### src/rtl/sfq_adder_pkg.sv
// Shared types and helpers for the sfq_pipe_adder pipelined adder/subtractor.
// The per-stage data fields are sized by WIDTH inside sfq_adder_stage, because a package cannot take parameters.
package sfq_adder_pkg;

    localparam int unsigned STAT_W = 32;

    // Control part of one pipeline row; its width does not depend on WIDTH.
    typedef struct packed {
        logic valid;
        logic carry;
        logic ovf;
    } stage_ctl_t;

    function automatic int calc_latency(input int width, input int stage_bits);
        return width / stage_bits;
    endfunction

    // Total bits held by one pipeline row: control plus sum_bits, a_rem and b_rem.
    function automatic int stage_word_w(input int width);
        return $bits(stage_ctl_t) + 3 * width;
    endfunction

endpackage

### src/rtl/sfq_adder_stage.sv
// One clocked row of full-adder cells: resolves STAGE_BITS bits at slot STAGE_IDX.
// The row registers its resolved sum bits, the carry and the valid bit, and skew-buffers the operand bits that are still unresolved.
module sfq_adder_stage
    import sfq_adder_pkg::*;
#(
    parameter int WIDTH      = 8,
    parameter int STAGE_BITS = 1,
    parameter int STAGE_IDX  = 0,
    parameter bit IS_LAST    = 1'b0
) (
    input  logic             clk,
    input  logic             rst,
    input  logic             valid_i,
    input  logic             carry_i,
    input  logic             ovf_i,
    input  logic [WIDTH-1:0] sum_i,
    input  logic [WIDTH-1:0] a_i,
    input  logic [WIDTH-1:0] b_i,
    output logic             valid_o,
    output logic             carry_o,
    output logic             ovf_o,
    output logic [WIDTH-1:0] sum_o,
    output logic [WIDTH-1:0] a_o,
    output logic [WIDTH-1:0] b_o
);

    localparam int OFF = STAGE_IDX * STAGE_BITS;
    // Ones over every bit position resolved up to and including this row.
    localparam logic [WIDTH-1:0] DONE_MASK = {WIDTH{1'b1}} >> (WIDTH - OFF - STAGE_BITS);

    typedef struct packed {
        stage_ctl_t       ctl;
        logic [WIDTH-1:0] sum_bits;
        logic [WIDTH-1:0] a_rem;
        logic [WIDTH-1:0] b_rem;
    } stage_t;

    stage_t                stage_q;
    stage_t                stage_d;
    logic [STAGE_BITS:0]   carry_chain;
    logic [STAGE_BITS-1:0] slice_sum;

    always_comb begin
        carry_chain    = '0;
        slice_sum      = '0;
        carry_chain[0] = carry_i;
        for (int i = 0; i < STAGE_BITS; i++) begin
            slice_sum[i]     = a_i[OFF+i] ^ b_i[OFF+i] ^ carry_chain[i];
            carry_chain[i+1] = (a_i[OFF+i] & b_i[OFF+i])
                             | (carry_chain[i] & (a_i[OFF+i] ^ b_i[OFF+i]));
        end
    end

    always_comb begin
        stage_d           = '0;
        stage_d.ctl.valid = valid_i;
        stage_d.ctl.carry = carry_chain[STAGE_BITS];
        // Only the row holding the MSB knows carry-in versus carry-out of that bit.
        stage_d.ctl.ovf   = IS_LAST ? (carry_chain[STAGE_BITS] ^ carry_chain[STAGE_BITS-1])
                                    : ovf_i;
        stage_d.sum_bits  = sum_i | (WIDTH'(slice_sum) << OFF);
        stage_d.a_rem     = a_i & ~DONE_MASK;
        stage_d.b_rem     = b_i & ~DONE_MASK;
    end

    always_ff @(posedge clk) begin
        if (rst) begin
            stage_q <= '0;
        end else begin
            stage_q <= stage_d;
        end
    end

    assign valid_o = stage_q.ctl.valid;
    assign carry_o = stage_q.ctl.carry;
    assign ovf_o   = stage_q.ctl.ovf;
    assign sum_o   = stage_q.sum_bits;
    assign a_o     = stage_q.a_rem;
    assign b_o     = stage_q.b_rem;

endmodule

### src/rtl/sfq_pipe_adder.sv
// Bit-level pipelined adder/subtractor: LATENCY rows of clocked full-adder cells, one operation per clock.
// Optional retire statistics (stat_ops, stat_ovf) are built when SFQ_PIPE_STATS_EN is defined.
module sfq_pipe_adder
    import sfq_adder_pkg::*;
#(
    parameter int WIDTH      = 8,
    parameter int STAGE_BITS = 1
) (
    input  logic             clk,
    input  logic             rst,
    input  logic             in_valid,
    input  logic [WIDTH-1:0] a,
    input  logic [WIDTH-1:0] b,
    input  logic             cin,
    input  logic             sub,
    output logic             out_valid,
    output logic [WIDTH-1:0] sum,
    output logic             cout,
    output logic             ovf
`ifdef SFQ_PIPE_STATS_EN
    ,
    output logic [STAT_W-1:0] stat_ops,
    output logic [STAT_W-1:0] stat_ovf
`endif
);

    localparam int LATENCY = calc_latency(WIDTH, STAGE_BITS);

    // Valid semantics: in_valid is sampled at every rising edge with no backpressure; out_valid
    // marks the one cycle a result is presented, exactly LATENCY cycles after its issue.
    logic             v_w   [LATENCY+1];
    logic             c_w   [LATENCY+1];
    logic             ovf_w [LATENCY+1];
    logic [WIDTH-1:0] sum_w [LATENCY+1];
    logic [WIDTH-1:0] a_w   [LATENCY+1];
    logic [WIDTH-1:0] b_w   [LATENCY+1];

    // Subtraction is a + ~b + 1, so cin has no effect while sub=1.
    assign v_w[0]   = in_valid;
    assign c_w[0]   = sub ? 1'b1 : cin;
    assign ovf_w[0] = 1'b0;
    assign sum_w[0] = '0;
    assign a_w[0]   = a;
    assign b_w[0]   = sub ? ~b : b;

    for (genvar k = 0; k < LATENCY; k++) begin : g_row
        sfq_adder_stage #(
            .WIDTH      (WIDTH),
            .STAGE_BITS (STAGE_BITS),
            .STAGE_IDX  (k),
            .IS_LAST    (k == LATENCY - 1)
        ) u_stage (
            .clk     (clk),
            .rst     (rst),
            .valid_i (v_w[k]),
            .carry_i (c_w[k]),
            .ovf_i   (ovf_w[k]),
            .sum_i   (sum_w[k]),
            .a_i     (a_w[k]),
            .b_i     (b_w[k]),
            .valid_o (v_w[k+1]),
            .carry_o (c_w[k+1]),
            .ovf_o   (ovf_w[k+1]),
            .sum_o   (sum_w[k+1]),
            .a_o     (a_w[k+1]),
            .b_o     (b_w[k+1])
        );
    end

    // Every operand bit has been consumed by the final row, so its remainders are always zero.
    logic unused_tail;
    assign unused_tail = ^{a_w[LATENCY], b_w[LATENCY]};

    // Bubble rows may carry stale data; the result is forced to zero outside valid cycles.
    assign out_valid = v_w[LATENCY];
    assign sum       = v_w[LATENCY] ? sum_w[LATENCY] : '0;
    assign cout      = v_w[LATENCY] & c_w[LATENCY];
    assign ovf       = v_w[LATENCY] & ovf_w[LATENCY];

`ifdef SFQ_PIPE_STATS_EN
    logic [STAT_W-1:0] stat_ops_q;
    logic [STAT_W-1:0] stat_ovf_q;

    always_ff @(posedge clk) begin
        if (rst) begin
            stat_ops_q <= '0;
            stat_ovf_q <= '0;
        end else if (out_valid) begin
            if (stat_ops_q != '1) begin
                stat_ops_q <= stat_ops_q + 1'b1;
            end
            if (ovf && (stat_ovf_q != '1)) begin
                stat_ovf_q <= stat_ovf_q + 1'b1;
            end
        end
    end

    assign stat_ops = stat_ops_q;
    assign stat_ovf = stat_ovf_q;
`endif

endmodule

### config.mk
export PLATFORM = sky130hd
export DESIGN_NAME = sfq_pipe_adder
export DESIGN_NICKNAME = d
export VERILOG_FILES = /design/src/rtl/sfq_adder_pkg.sv /design/src/rtl/sfq_adder_stage.sv /design/src/rtl/sfq_pipe_adder.sv
export SDC_FILE = /design/constraint.sdc
export NUM_CORES = 1
export LEC_CHECK = 0
export ABC_CLOCK_PERIOD_IN_PS = 1250
export BUFFER_PORTS_ARGS = -buffer_cell sky130_fd_sc_hd__buf_2
export CELL_PAD_IN_SITES_DETAIL_PLACEMENT = 1
export CELL_PAD_IN_SITES_GLOBAL_PLACEMENT = 1
export CORE_MARGIN = 2
export CORE_UTILIZATION = 42
export CTS_CLUSTER_SIZE = 10
export DETAILED_ROUTE_END_ITERATION = 8
export GPL_TIMING_DRIVEN = 0
export PLACE_DENSITY = 0.74
export SYNTH_ARGS = -nofsm -noshare
export SYNTH_HDL_FRONTEND = slang
export SYNTH_HIERARCHICAL = 1
export SYNTH_SLANG_ARGS = --single-unit
### constraint.sdc
create_clock -name clk -period 1.25 [get_ports clk]
set_clock_uncertainty 0.15 [all_clocks]
set_input_delay 0.125 -clock clk [delete_from_list [all_inputs] [get_ports clk]]
set_output_delay 0.125 -clock clk [all_outputs]
set_load 0.02 [all_outputs]
; Word-level counts from Yosys, hierarchy flattened
; Index checks and enable logic that the tools add are counted.
[classes]
muxes = 3
bitwise_logic = 51
[op_table]
columns = operator, n
row1 = $and A1 B1 Y1, 18
row2 = $xor A1 B1 Y1, 17
row3 = $mux W8, 2
row4 = $not A8 Y8, 1
row5 = $or A1 B1 Y1, 8
row6 = $or A8 B2 Y8, 1
row7 = $or A8 B3 Y8, 1
row8 = $or A8 B4 Y8, 1
row9 = $or A8 B5 Y8, 1
row10 = $or A8 B6 Y8, 1
row11 = $or A8 B7 Y8, 1
row12 = $or A8 B8 Y8, 1
row13 = $mux W1, 1
[totals]
output_inout_bits = 11
reg_bits = 137
inputBits = 21

; Longest topological paths before layout
; Gate-level depths: netlist of run 1.
[depth]
word_depth = 5
mapped_depth = 4

; Hierarchy
; The synthesis of run 1 kept the hierarchy.
[by_module_without_submodules]
columns = mod, area_per_inst_um2, seq_area_each_um2, n_inst, cells_each
row1 = sfq_adder_stage at g_row[0].u_stage, 718.2, 500.5, 1, 56
row2 = sfq_adder_stage at g_row[1].u_stage, 678.2, 460.4, 1, 54
row3 = sfq_adder_stage at g_row[2].u_stage, 640.6, 420.4, 1, 52
row4 = sfq_adder_stage at g_row[3].u_stage, 608.1, 380.4, 1, 49
row5 = sfq_adder_stage at g_row[4].u_stage, 566.8, 340.3, 1, 47
row6 = sfq_adder_stage at g_row[5].u_stage, 525.5, 300.3, 1, 45
row7 = sfq_adder_stage at g_row[6].u_stage, 486.7, 260.2, 1, 43
row8 = sfq_adder_stage at g_row[7].u_stage, 484.2, 220.2, 1, 43
row9 = sfq_pipe_adder, 153.9, 0.0, 1, 21

; Worst setup path before layout of run 1
; No wires, ideal clock.
[synth_path]
path_type = input to register
startpoint = input sub
endpoint = register g_row[0].u_stage.stage_q (netlist bit g_row[0].u_stage/sum_o[0])
path_stages = 4
t_arrival_ps = 1075
required_time_ps = 985
path_buffers = 1
slack_ps = -90
path_cell_list = buf_6 -> or2_1 -> fa_1 -> o21ba_1
[synth_lines]
columns = element, line_no
row1 = from (decl), sfq_pipe_adder.sv:15  ; input logic sub,
row2 = to (signal assigned), sfq_adder_stage.sv:70  ; stage_q <= stage_d;
row3 = to (decl), sfq_adder_stage.sv:38  ; stage_t stage_q;

; Final worst setup path of run 1
[layout_path]
startpoint = register g_row[7].u_stage.stage_q (netlist bit g_row[7].u_stage/valid_o)
endpoint = output sum[2]
[layout_between]
elab_chain_len = 1
[layout_lines]
columns = element, line_no
row1 = from (decl), sfq_adder_stage.sv:38
row2 = from (signal assigned), sfq_adder_stage.sv:70
row3 = $mux W8, sfq_pipe_adder.sv:76  ; assign sum = v_w[LATENCY] ? sum_w[LATENCY] : '0;
row4 = to (decl), sfq_pipe_adder.sv:17  ; output logic [WIDTH-1:0] sum,
; Every way passes these cells.

==> results of run 1 <==
[cells in the final DEF, fill, tap and decap left out, drive strengths merged]
master,count
xnor2,1
and2b,17
buf,42
xor2,8
clkbuf,18
clkinvlp,2
conb,8
dlygate4sd3,17
clkinv,9
bufinv,2
dfxtp,137
nor2,3
nor2b,111
fa,8
or2,1
o21ba,7
and2,10
[metal layers]
layer	routed length (µm)	vias up	global-route usage (%)
met2	3510	45	25.5
met3	241	8	5.49
met4	92	0	7.59
li1	-	1095	-
met1	2120	1003	11.3
met5	0	-	0
[critical path: stages (launching register included)]
cell     delay [ps]
dfxtp_4         380
and2_1          150
buf_6           120
[sequential cells by signal (all words and copies together), names as in the netlist]
name	flops
g_row.u_stage/a_o	28
g_row.u_stage/b_o	28
g_row.u_stage/carry_o	8
g_row.u_stage/ovf_o	1
g_row.u_stage/sum_o	64
g_row.u_stage/valid_o	8
[per-stage QoR]
stage	worst slack [ps]	hold slack, ps
2_1_floorplan	32.1	46.6
3_3_place_gp	-196	185
3_5_place_dp	-231	187
4_1_cts	-214	-70.5
5_1_grt	-251	-48.7
6_report	-182	-54.3
[final cells by class]
type	count	area (µm²)
Clock inverter	13	131
Timing Repair Buffer	47	383
Multi-Input combinational cell	174	1280
Sequential cell	137	2760
Tap cell	133	166
Buffer	12	116
Fill cell	988	4380
Clock buffer	18	418
[final timing paths]
path	cells past startpoint	endpoint	slack, ps
hold reg to reg	1	g_row[1].u_stage/sum_o[5]	280
hold / removal	4	g_row[0].u_stage/sum_o[0]	-50
setup / recovery	2	sum[2]	-180
setup reg to reg	2	g_row[1].u_stage/sum_o[1]	0
[where the power goes]
part / internal, µW / switching, µW / total, µW / leakage (µW)
Clock: 2800 / 1760 / 4560 / 0.000270
Combinational: 195 / 144 / 339 / 0.000890
Sequential: 4510 / 36.5 / 4540 / 0.00112
[what timing repair did]
action / 4_1_cts / 5_1_grt
setup endpoints to repair: 17 / 17
pin swaps: 9 / 5
hold endpoints to repair: 17 / 2
gates resized for setup: 29 / 7
==> impl_results.md, run 1 <==
* Status: finished, violations left
* Failing checks: negative hold slack, negative setup slack
* Crit path time final at 1430 ps
* Design Power at 9450 µW
* CTS tree: built
* Layout Area Growth over Synthesis at 28.0%
* Post-Route Utilization at 54.5%
* Post-route setup TNS at -1760 ps
* Cells after Synth at 316
* Crit path launch: g_row[7].u_stage/valid_o
* Core area at 9640 µm²
* Pin count of the biggest net entering global routing at 44
* Via density at 4.03
* Antenna violations before repair at 0
* Die Span Y at 103 µm
* Avg Inst Size Synth at 13.0 µm²
* IR drop worst, VDD at 0.963 mV
* Placed cell area at 4450 µm²
* Initial drt markers at 35
* Register clock-pin slew on the reported worst setup and hold paths at 60 ps
* Die X at 103 µm
* Overall Global Routing Usage at 13.3%
* Via count of the first global-routing pass at 2235
* Max Cap Viol at 0
* I/O pins at 32
* Die area at 10600 µm²
* Critical path type: reg -> out
* R2R Path Start: g_row[0].u_stage/carry_o
* Fin area at 5260 µm²
* Gp weighted congestion at 0.691
* Min-delay src: cin
* Leak pwr at 0.00228 µW
* Final Hold Fails at 2
* Inst Count DP at 486
* Cell Count, Final, Fillers Out at 534
* Final setup margin at -182 ps
* Routed Antenna Nets at 0
* H-tree levels at 4
* CP max FO at 11
* Via count at 2151
* Power per cell area at 1800 nW/µm²
* Final worst path period share at 115%
* Nets at 418
* # diodes at 0
* RSZ-0062 raised after global routing: true
* Clock root buffer: clkbuf_8
* Relative slew slack at 48.0%
* Min Hold Slack at -54.3 ps
* TritonCTS Buffers at 17
* Total wire length at 5970 µm
* Synth warnings at 6
* Grt ovf at 0
* Worst-Skew Late Latency at 510 ps
* Drc violations at 0
* Post-CTS Setup Bufs at 0
* Maximum root-to-sink buffer count at 2
* CP required at 980 ps
* Hold_buf cts at 17
* Critical Path Sink Type: output pin
* Setup crit start kind: register
* Max Transition Viols Final at 0
* Rows at 36
* Endpoints failing setup at 12
* First-pass GRT wire length at 10000 µm
* Clock sinks at 137
* Layout cells sized above 1 at 24.4%
* Starting Density at 42.6%
* Detailed Place HPWL at 3400 µm
* Hold WC Path Type: in -> reg
* PortBufs at 30
* WL/cell at 11.2 µm
* Fmax achieved at 698 MHz
* Synthesized cell area at 4110 µm²
* Detailed Routing Iterations Pass 1 at 4
* Worst-Margin Slew at 780 ps
* WP data arrival at 1160 ps
No activity file was read; power rests on OpenSTA's default activity.
==> run 2: changes to the inputs <==
- CTS_BUF_LIST: unset -> sky130_fd_sc_hd__clkbuf_4 sky130_fd_sc_hd__clkbuf_8 sky130_fd_sc_hd__clkbuf_16
==> impl_results.md, run 2 (synthesis gave the netlist of run 1 again) <==
* Crit path launch: g_row[7].u_stage/valid_o
* Critical path buffer and inverter count at 1 (unchanged)
* Max Transition Viols Final at 0 (unchanged)
* Crit path time final at 1440 ps (+3.68 ps)
* Die Span Y at 103 µm (unchanged)
* Worst-Skew Late Latency at 510 ps (about the same)
* Cell depth of the worst flop-to-flop path at 2 (unchanged)
* PortBufs at 30 (unchanged)
* Overall Global Routing Usage at 13.7% (+0.43 points)
* Leak pwr at 0.00228 µW (about the same)
* # diodes at 0 (unchanged)
* WP data arrival at 1160 ps (about the same)
* Clock root buffer: clkbuf_8
* Antenna violations before repair at 0 (unchanged)
* Number of flip-flops in the largest register at 64 (unchanged)
* R2R Path End: g_row[1].u_stage/sum_o[1]
* Status: finished, violations left
* Area of the multi-input gates at 1290 µm² (+0.49%)
* Max Cap Viol at 0 (unchanged)
* Nets at 418 (unchanged)
* Hold_buf cts at 17 (unchanged)
* Min Hold Slack at -30.3 ps (+24.1 ps)
* Fillers at 993 (+0.51%)
* RSZ-0062 raised after global routing: true
* Detailed Place HPWL at 3400 µm (unchanged)
* CTS tree: built
* Routed Antenna Nets at 0 (unchanged)
* CP required at 980 ps (about the same)
* Critical Path Sink Type: output pin
* Max stage delay cell, worst path: dfxtp_4
* Drc violations at 0 (unchanged)
* WL/cell at 11.5 µm (+2.5%)
* Final setup margin at -185 ps (-3.68 ps)
* Core area at 9640 µm² (unchanged)
* Fmax achieved at 697 MHz (-0.26%)
* TritonCTS Buffers at 17 (unchanged)
* Maximum root-to-sink buffer count at 2 (unchanged)
* Worst-Margin Slew at 783 ps (+3.25 ps)
* Die X at 103 µm (unchanged)
* Commonest cells after routing, fill and taps aside: 127 x dfxtp_1, 103 x nor2b_1, 23 x buf_2
* Relative slew slack at 47.8% (-0.22 points)
* IR drop worst, VDD at 0.968 mV (+0.54%)
* Register clock-pin slew on the reported worst setup and hold paths at 60 ps (about the same)
* I/O pins at 32 (unchanged)
* Failing checks: negative hold slack, negative setup slack
* Endpoints failing setup at 13 (+1)
* Post-route setup TNS at -1810 ps (-44.0 ps)
* Via count at 2176 (+1.2%)
* CP max FO at 11 (unchanged)
* Clock sinks at 137 (unchanged)
* Via density at 4.07 (+1.2%)
* Layout Area Growth over Synthesis at 28.2%
* Total wire length at 6120 µm (+2.5%)
* Grt ovf at 0 (unchanged)
* Starting Density at 42.6% (unchanged)
* H-tree levels at 4 (unchanged)
* Critical path type: reg -> out
* Layout cells sized above 1 at 24.4% (unchanged)
* Commonest non-fill, non-tap cell in the layout: dfxtp_1
* Setup crit start kind: register
* Final Hold Fails at 2 (unchanged)
* Power per cell area at 1800 nW/µm² (+0.20%)
* Rows at 36 (unchanged)
* Placed cell area at 4450 µm² (unchanged)
* Area occupied by registers at 2760 µm² (about the same)
* Post-CTS Setup Bufs at 0 (unchanged)
* Worst slack at placement at -231 ps (unchanged)
* Crit-path cells: and2_1 > buf_6
* Critical path depth at 2 (unchanged)
* First-pass GRT wire length at 10300 µm (+2.9%)
* Hold WC Path Type: in -> reg
* Detailed Routing Iterations Pass 1 at 3 (-1)
* Fin area at 5260 µm² (+0.14%)
* Largest stage delay, worst path at 380 ps (about the same)
* Pin count of the biggest net entering global routing at 44 (unchanged)
* Die area at 10600 µm² (unchanged)
* Gp weighted congestion at 0.691 (unchanged)
* Design Power at 9480 µW (+0.34%)
* Via count of the first global-routing pass at 2282 (+2.1%)
* Crit path capture: sum[2]
* R2R Path Start: g_row[0].u_stage/carry_o
* Initial drt markers at 34 (-2.9%)
* Flop2flop setup slack at -30 ps (-30 ps)
* Final worst path period share at 115% (+0.29 points)
* Worst path top cell family by delay: flip-flops
[run 2: cell count changes in the layout (fill, tap and decap cells not counted)]
cell	before	now
clkbuf_1	1	0
clkbuf_4	0	1
dfxtp_1	125	127
dfxtp_2	11	9
o21ba_1	7	6
o21ba_4	0	1
[run 2: timing repair]
item / CTS / global route
resized for setup: 30 / 6
endpoints found under the hold margin: 17 / 2
endpoints found under the setup margin: 17 / 17
pin swaps: 9 / 4
[run 2: power breakdown]
part	switching (µW)	internal, µW
Sequential	37.1	4510
Clock	1760	2830
Combinational	149	201
[run 2: routing by layer]
metal  part of all wire [%]  global-route usage [%]  up-vias
met1                     34                    11.5     1026
met3                    4.5                    6.37        8
li1                       -                       -     1095
met5                      0                       0        -
met2                     60                    26.6       47
met4                    1.4                    6.68        0
[run 2: how the worst min path moves through the flow]
stage,startpoint,endpoint,slack (ps),depth (start not counted)
after floorplan,rst,g_row[0].u_stage/b_o[7],50,1
final,cin,g_row[0].u_stage/carry_o,-30,4
after detailed placement,a[7],g_row[0].u_stage/a_o[7],190,2
after global routing,cin,g_row[0].u_stage/carry_o,-20,4
after global placement,in_valid,g_row[0].u_stage/valid_o,190,2
after CTS,cin,g_row[0].u_stage/sum_o[0],-70,4
[run 2: through the flow]
step	std cells	utilization, %
floorplan	323	-
global placement	486	46.1
detailed placement	486	46.1
CTS	534	54.5
global route	534	54.6
finish	534	54.6
[run 2: area by class of cell]
class,count,area share (%)
clock buffer,18,8.01
buffer,12,2.21
timing repair buffer,47,7.28
clock inverter,13,2.50
tap,133,3.16
multi-input combinational,174,24.4
sequential,137,52.4
[run 2: tightest hold or removal path, delay by kind of cell]
kind / cells / cell delay [ps]
adders and majority gates: 1 / 180
buffers and inverters: 1 / 70
and+or+nand+nor: 2 / 230
